===== config.mk =====
export PLATFORM = sky130hd
export DESIGN_NAME = spram16x64_rr_arb
export DESIGN_NICKNAME = d
export VERILOG_FILES = /design/src/rtl/spram16x64_rr_arb.sv
export SDC_FILE = /design/constraint.sdc
export NUM_CORES = 1
export LEC_CHECK = 0
export CORE_AREA = 2 2 160 162
export CTS_CLUSTER_DIAMETER = 50
export DETAILED_ROUTE_END_ITERATION = 10
export DIE_AREA = 0 0 162 164
export PLACE_DENSITY = 0.4
export SYNTH_ARGS = -nofsm -noshare
export SYNTH_HDL_FRONTEND = slang
export SYNTH_SLANG_ARGS = --single-unit

===== constraint.sdc =====
create_clock -name clk -period 2 [get_ports clk]
set_clock_uncertainty 0.1 [all_clocks]
set_input_delay 0.4 -clock clk [delete_from_list [all_inputs] [get_ports clk]]
set_output_delay 0.4 -clock clk [all_outputs]
set_load 0.01 [all_outputs]

===== src/rtl/spram16x64_rr_arb.sv =====
// Round-robin arbiter that shares one single-port 16x64 SRAM macro between two requesters.
// Latency: the grant is combinational in the request cycle, and read data returns exactly 1 cycle later.
// Backpressure: reqN_ready drops for the losing requester. Responses cannot be stalled.
module spram16x64_rr_arb #(
    parameter int ADDR_W = 4,
    parameter int DATA_W = 64
) (
    input  logic              clk,
    input  logic              rst_n,
    input  logic              req0_valid,
    output logic              req0_ready,
    input  logic              req0_we,
    input  logic [ADDR_W-1:0] req0_addr,
    input  logic [DATA_W-1:0] req0_wdata,
    output logic              rsp0_valid,
    output logic [DATA_W-1:0] rsp0_rdata,
    input  logic              req1_valid,
    output logic              req1_ready,
    input  logic              req1_we,
    input  logic [ADDR_W-1:0] req1_addr,
    input  logic [DATA_W-1:0] req1_wdata,
    output logic              rsp1_valid,
    output logic [DATA_W-1:0] rsp1_rdata,
    output logic              sram_ceb,
    output logic              sram_web,
    output logic [ADDR_W-1:0] sram_a,
    output logic [DATA_W-1:0] sram_d,
    input  logic [DATA_W-1:0] sram_q
);

    logic       prio;
    logic [1:0] rd_pend;
    logic       grant0;
    logic       grant1;

    // Grants are gated with rst_n so that the macro stays deselected while reset is held.
    always_comb begin
        grant0 = rst_n & req0_valid & (~req1_valid | ~prio);
        grant1 = rst_n & req1_valid & (~req0_valid | prio);
    end

    assign req0_ready = grant0;
    assign req1_ready = grant1;

    always_comb begin
        sram_ceb = 1'b1;
        sram_web = 1'b1;
        sram_a   = '0;
        sram_d   = '0;
        if (grant0) begin
            sram_ceb = 1'b0;
            sram_web = ~req0_we;
            sram_a   = req0_addr;
            sram_d   = req0_wdata;
        end else if (grant1) begin
            sram_ceb = 1'b0;
            sram_web = ~req1_we;
            sram_a   = req1_addr;
            sram_d   = req1_wdata;
        end
    end

    always_ff @(posedge clk or negedge rst_n) begin
        if (!rst_n) begin
            prio    <= 1'b0;
            rd_pend <= 2'b00;
        end else begin
            rd_pend <= {grant1 & ~req1_we, grant0 & ~req0_we};
            if (grant0) begin
                prio <= 1'b1;
            end else if (grant1) begin
                prio <= 1'b0;
            end
        end
    end

    // The macro output is held at zero toward a requester unless its read is returning.
    assign rsp0_valid = rd_pend[0];
    assign rsp1_valid = rd_pend[1];
    assign rsp0_rdata = rd_pend[0] ? sram_q : '0;
    assign rsp1_rdata = rd_pend[1] ? sram_q : '0;

endmodule


# Yosys cells after proc, flatten, opt, wreduce, memory -nomap -nowiden
# Index checks and enable logic that the tools add are counted.
dict set report totals {
  reg_bits 3
  output_inout_bits 202
}
dict set report op_classes {
  n_mux 12
  n_bitwise 13
  reduce_logical 1
}
# operator count
set op_table {}
lappend op_table {{64-bit 2-to-1 mux} 4}
lappend op_table {{4-bit 2-to-1 mux} 2}
lappend op_table {{1-bit AND} 6}
lappend op_table {{1-bit 2-to-1 mux} 6}
lappend op_table {{1-bit NOT} 5}
lappend op_table {{1-bit bitwise OR} 2}
lappend op_table {{2-bit nonzero test} 1}

# Longest topological paths before layout
dict set report logic_depth {
  ltp_word 5
  ltp_mapped 5
  depth_no_buf 3
}

# Worst setup path before layout
# OpenSTA, ideal clock, no wires.
dict set report synth_timing {
  path_kind {input to output}
  from {input port rst_n}
  to {output port sram_a[0]}
  arrival_time_ns 1.168
  required_time_ns 1.500
  setup_slack_ns 0.332
  stages 5
  path_buffers 3
  path_cell_list {buf_2 buf_2 buf_2 nand2_1 o22ai_1}
}
dict set report synth_via {
  elab_chain_len 4
  elab_cells_between_ends 6
  classes_between {mux (2); bitwise (4)}
}
# item line
set synth_lines {}
lappend synth_lines {{from (decl)} 9} ;# input logic rst_n,
lappend synth_lines {{1-bit AND (2 in a row)} 39} ;# grant1 = rst_n & req1_valid & (~req0_valid | prio);
lappend synth_lines {{4-bit 2-to-1 mux} 55} ;# end else if (grant1) begin
lappend synth_lines {{4-bit 2-to-1 mux (*)} 50} ;# if (grant0) begin
lappend synth_lines {{to (decl)} 26} ;# output logic [ADDR_W-1:0] sram_a,
# Every way passes the cells marked *; elsewhere a longest branch is shown, timed or not.

# Final worst setup path
dict set report layout_timing {
  from {register prio}
  to {output port sram_d[52]}
}
dict set report layout_via {
  elab_chain_len 4
  elab_cells_between_ends 7
  classes_between {mux (2); bitwise (5)}
}
# item line
set layout_lines {}
lappend layout_lines {{from (decl)} 31} ;# logic prio;
lappend layout_lines {{from (signal assigned)} 65} ;# prio <= 1'b0;
lappend layout_lines {{from (signal assigned)} 70} ;# prio <= 1'b1;
lappend layout_lines {{from (signal assigned)} 72} ;# prio <= 1'b0;
lappend layout_lines {{1-bit bitwise OR / 1-bit NOT (equally long branches)} {39, 38}}
lappend layout_lines {{1-bit AND / 1-bit bitwise OR (equally long branches)} {39, 38}}
lappend layout_lines {{64-bit 2-to-1 mux / 1-bit AND (equally long branches)} {55, 38}}
lappend layout_lines {{64-bit 2-to-1 mux (*)} 50}
lappend layout_lines {{to (decl)} 27} ;# output logic [DATA_W-1:0] sram_d,
# Marked as above.

==> impl_metrics.env <==
export IMPL_clockBufferDepth=2
export IMPL_relSlewSlack=0.852
export IMPL_finalInstanceArea_mm2=0.00704
export IMPL_crit_path_start_kind="register"
export IMPL_slew_violations=0
export IMPL_synth_area_mm2=0.00210
export IMPL_vdd_drop_max_mv=0.152
export IMPL_wl_um=20300
export IMPL_dp_cells=1114
export IMPL_clock_latency_ns=0.22
export IMPL_tritoncts="built"
export IMPL_status="completed"
export IMPL_worst_pin_slew_ns=0.222
export IMPL_crit_type="register to output port"
export IMPL_synth_avg_cell_area_um2=5.33
export IMPL_end_kind="output port"
export IMPL_clock_sinks=3
export IMPL_dp_hpwl_um=15500
export IMPL_fin_cells=1139
export IMPL_io_pins=408
export IMPL_p_leak_nw=3.51
export IMPL_placed_cell_area_mm2=0.00673
export IMPL_ant_nets=0
export IMPL_synth_nets=600
export IMPL_ys_ff_latch=3
export IMPL_rows=58
export IMPL_synth_cells=394
export IMPL_crit_required_ns=1.50
export IMPL_grt_pass1_vias=4232
export IMPL_finalHoldViolCount=0
export IMPL_grt_overflow_total=0
export IMPL_drc=0
export IMPL_fin_crit_ns=2.00
export IMPL_fmax_mhz=500
export IMPL_layout_drive_gt1_share=0.218
export IMPL_setup_viol=0
export IMPL_port_buffers=407
export IMPL_start_util=0.0846
export IMPL_gp_congestion=0.734
export IMPL_grt_pass1_wl_um=27200
export IMPL_nNetsFinal=1015
export IMPL_hold_class="input port to asynchronous set/reset pin"
export IMPL_synthDistinctLibCells=15
export IMPL_grt_total_usage=0.138
export IMPL_cap_violations=0
export IMPL_core_area_mm2=0.0248
export IMPL_post_route_period_util=0.999
export IMPL_h_tree_depth=1
export IMPL_dr_total_vias=4259
export IMPL_antenna_found_initial=6
export IMPL_crit_fanout=21
export IMPL_clk_pin_slew_ns=0.03
export IMPL_clockRootBuffer="clkbuf_16"
export IMPL_dieWidth_um=162
export IMPL_yosysWarnings=0
export IMPL_die_y_um=164
export IMPL_rsz0062_at_grt="true"
export IMPL_cellPowerDensity_mw_per_mm2=272
export IMPL_numCtsBuffers=3
export IMPL_die_area_mm2=0.0266
export IMPL_total_power_mw=1.91
export IMPL_synthToLayoutAreaGrowth_pct=235
export IMPL_worstPathArrival_ns=1.50
export IMPL_grt_start_max_net_pins=44
export IMPL_drtPass1Iterations=4
export IMPL_via_per_inst=3.74
export IMPL_drtIter0Drc=83
export IMPL_routedWlPerCell_um=17.8
export IMPL_synth_seq_area_share=0.0358
[what timing repair did]
| action | 4_1_cts | 5_1_grt |
|---|---|---|
| hold buffers | 0 | 0 |
| setup endpoints to repair | 200 | 71 |
| endpoints found under the hold margin | 0 | 0 |
| gates resized for setup | 427 | 68 |
| cloned | 8 | 3 |
| pin swaps | 2 | 6 |
| setup buffers | 9 | 2 |
[layout make-up]
cell class                 instances  area (um^2)
inverter                           2         7.51
timing repair buffer             454         4310
multi-input combinational        345         2150
tap                              330          413
fill                            2820        17800
sequential                         3         77.6
clock buffer                       4         78.8
antenna                            1         2.50
[synth_stat cells]
cell      count  area (um^2)
nand2_1     140          526
and2_1      128          801
o22ai_1      68          425
clkbuf_1     19         71.3
buf_2        18         90.1
buf_4         7         52.6
dfrtp_1       3         75.1
inv_1         2         7.51
nor2_1        2         7.51
nor3_1        2         10.0
a21oi_1       1         5.00
a31oi_1       1         6.26
o21ai_0       1         5.00
o21ai_2       1         8.76
o22a_1        1         8.76
[path summary, 6_finish.rpt]
kind / start / to / slack (ns) / cells after the start
hold reg to reg: prio$_DFFE_PN0P_ / prio$_DFFE_PN0P_ / 0.64 / 3
hold / removal: rst_n / prio$_DFFE_PN0P_ / 0.20 / 3
max in group asynchronous: rst_n / rd_pend[1]$_DFF_PN0_ / 1.39 / 4
min in group clk: req1_valid / prio$_DFFE_PN0P_ / 0.46 / 3
setup / recovery: prio$_DFFE_PN0P_ / sram_d[52] / 0.002 / 6
setup reg to reg: prio$_DFFE_PN0P_ / rd_pend[0]$_DFF_PN0_ / 0.60 / 6
[state kept, by name, indices dropped and copies added, names as in the netlist]
signal	cells
prio	1
rd_pend	2
[logic make-up (layout without fill, tap and decap cells)]
family          Yosys count  count (layout)  synth area share
simple gates            272             272             0.640
buf+inv                  46             460             0.105
flops                     3               3            0.0358
compound gates           73              73             0.219
other cells               0               1                 0
[power breakdown]
| part | switching [mW] | total (mW) | internal [mW] |
|---|---|---|---|
| Combinational | 0.647 | 1.52 | 0.874 |
| Clock | 0.0564 | 0.320 | 0.263 |
| Sequential | 0.00753 | 0.0747 | 0.0672 |
[layout by cell type, fill, tap and decap left out, types with 8 or more instances in the layout]
cell type / count
clkdlybuf4s50_1: 203
nand2_1: 138
dlygate4sd2_1: 130
and2_1: 128
buf_2: 69
o22ai_2: 41
o22ai_1: 24
buf_4: 22
buf_12: 13
buf_16: 8
[per-stage QoR]
stage	utilization	TNS (ns)	hold WS (ns)	setup slack (ns)
CTS	0.270	-0.866	0.205	-0.0853
detailed placement	0.271	-45.38	0.439	-0.660
floorplan	-	0	0.00441	0.332
global route	0.284	-0.967	0.211	-0.0687
finish	0.284	0	0.197	0.00170
global placement	0.271	-47.27	0.442	-0.699
[per-layer routing]
| metal | up-vias | part of all wire | track usage |
|---|---|---|---|
| met2 | 248 | 0.51 | 0.252 |
| met3 | 14 | 0.10 | 0.0525 |
| met5 | - | 0.0016 | 0 |
| li1 | 2127 | - | - |
| met1 | 1866 | 0.38 | 0.152 |
| met4 | 4 | 0.0098 | 0.0318 |
[critical path: stages, from the launching register on]
cell and delay [ns]:
dfrtp_1 0.40, buf_6 0.14, nand2_4 0.08, nand2_8 0.12
clkbuf_16 0.24, o22ai_1 0.12, buf_2 0.16
Power figures use the tool's default switching activity.
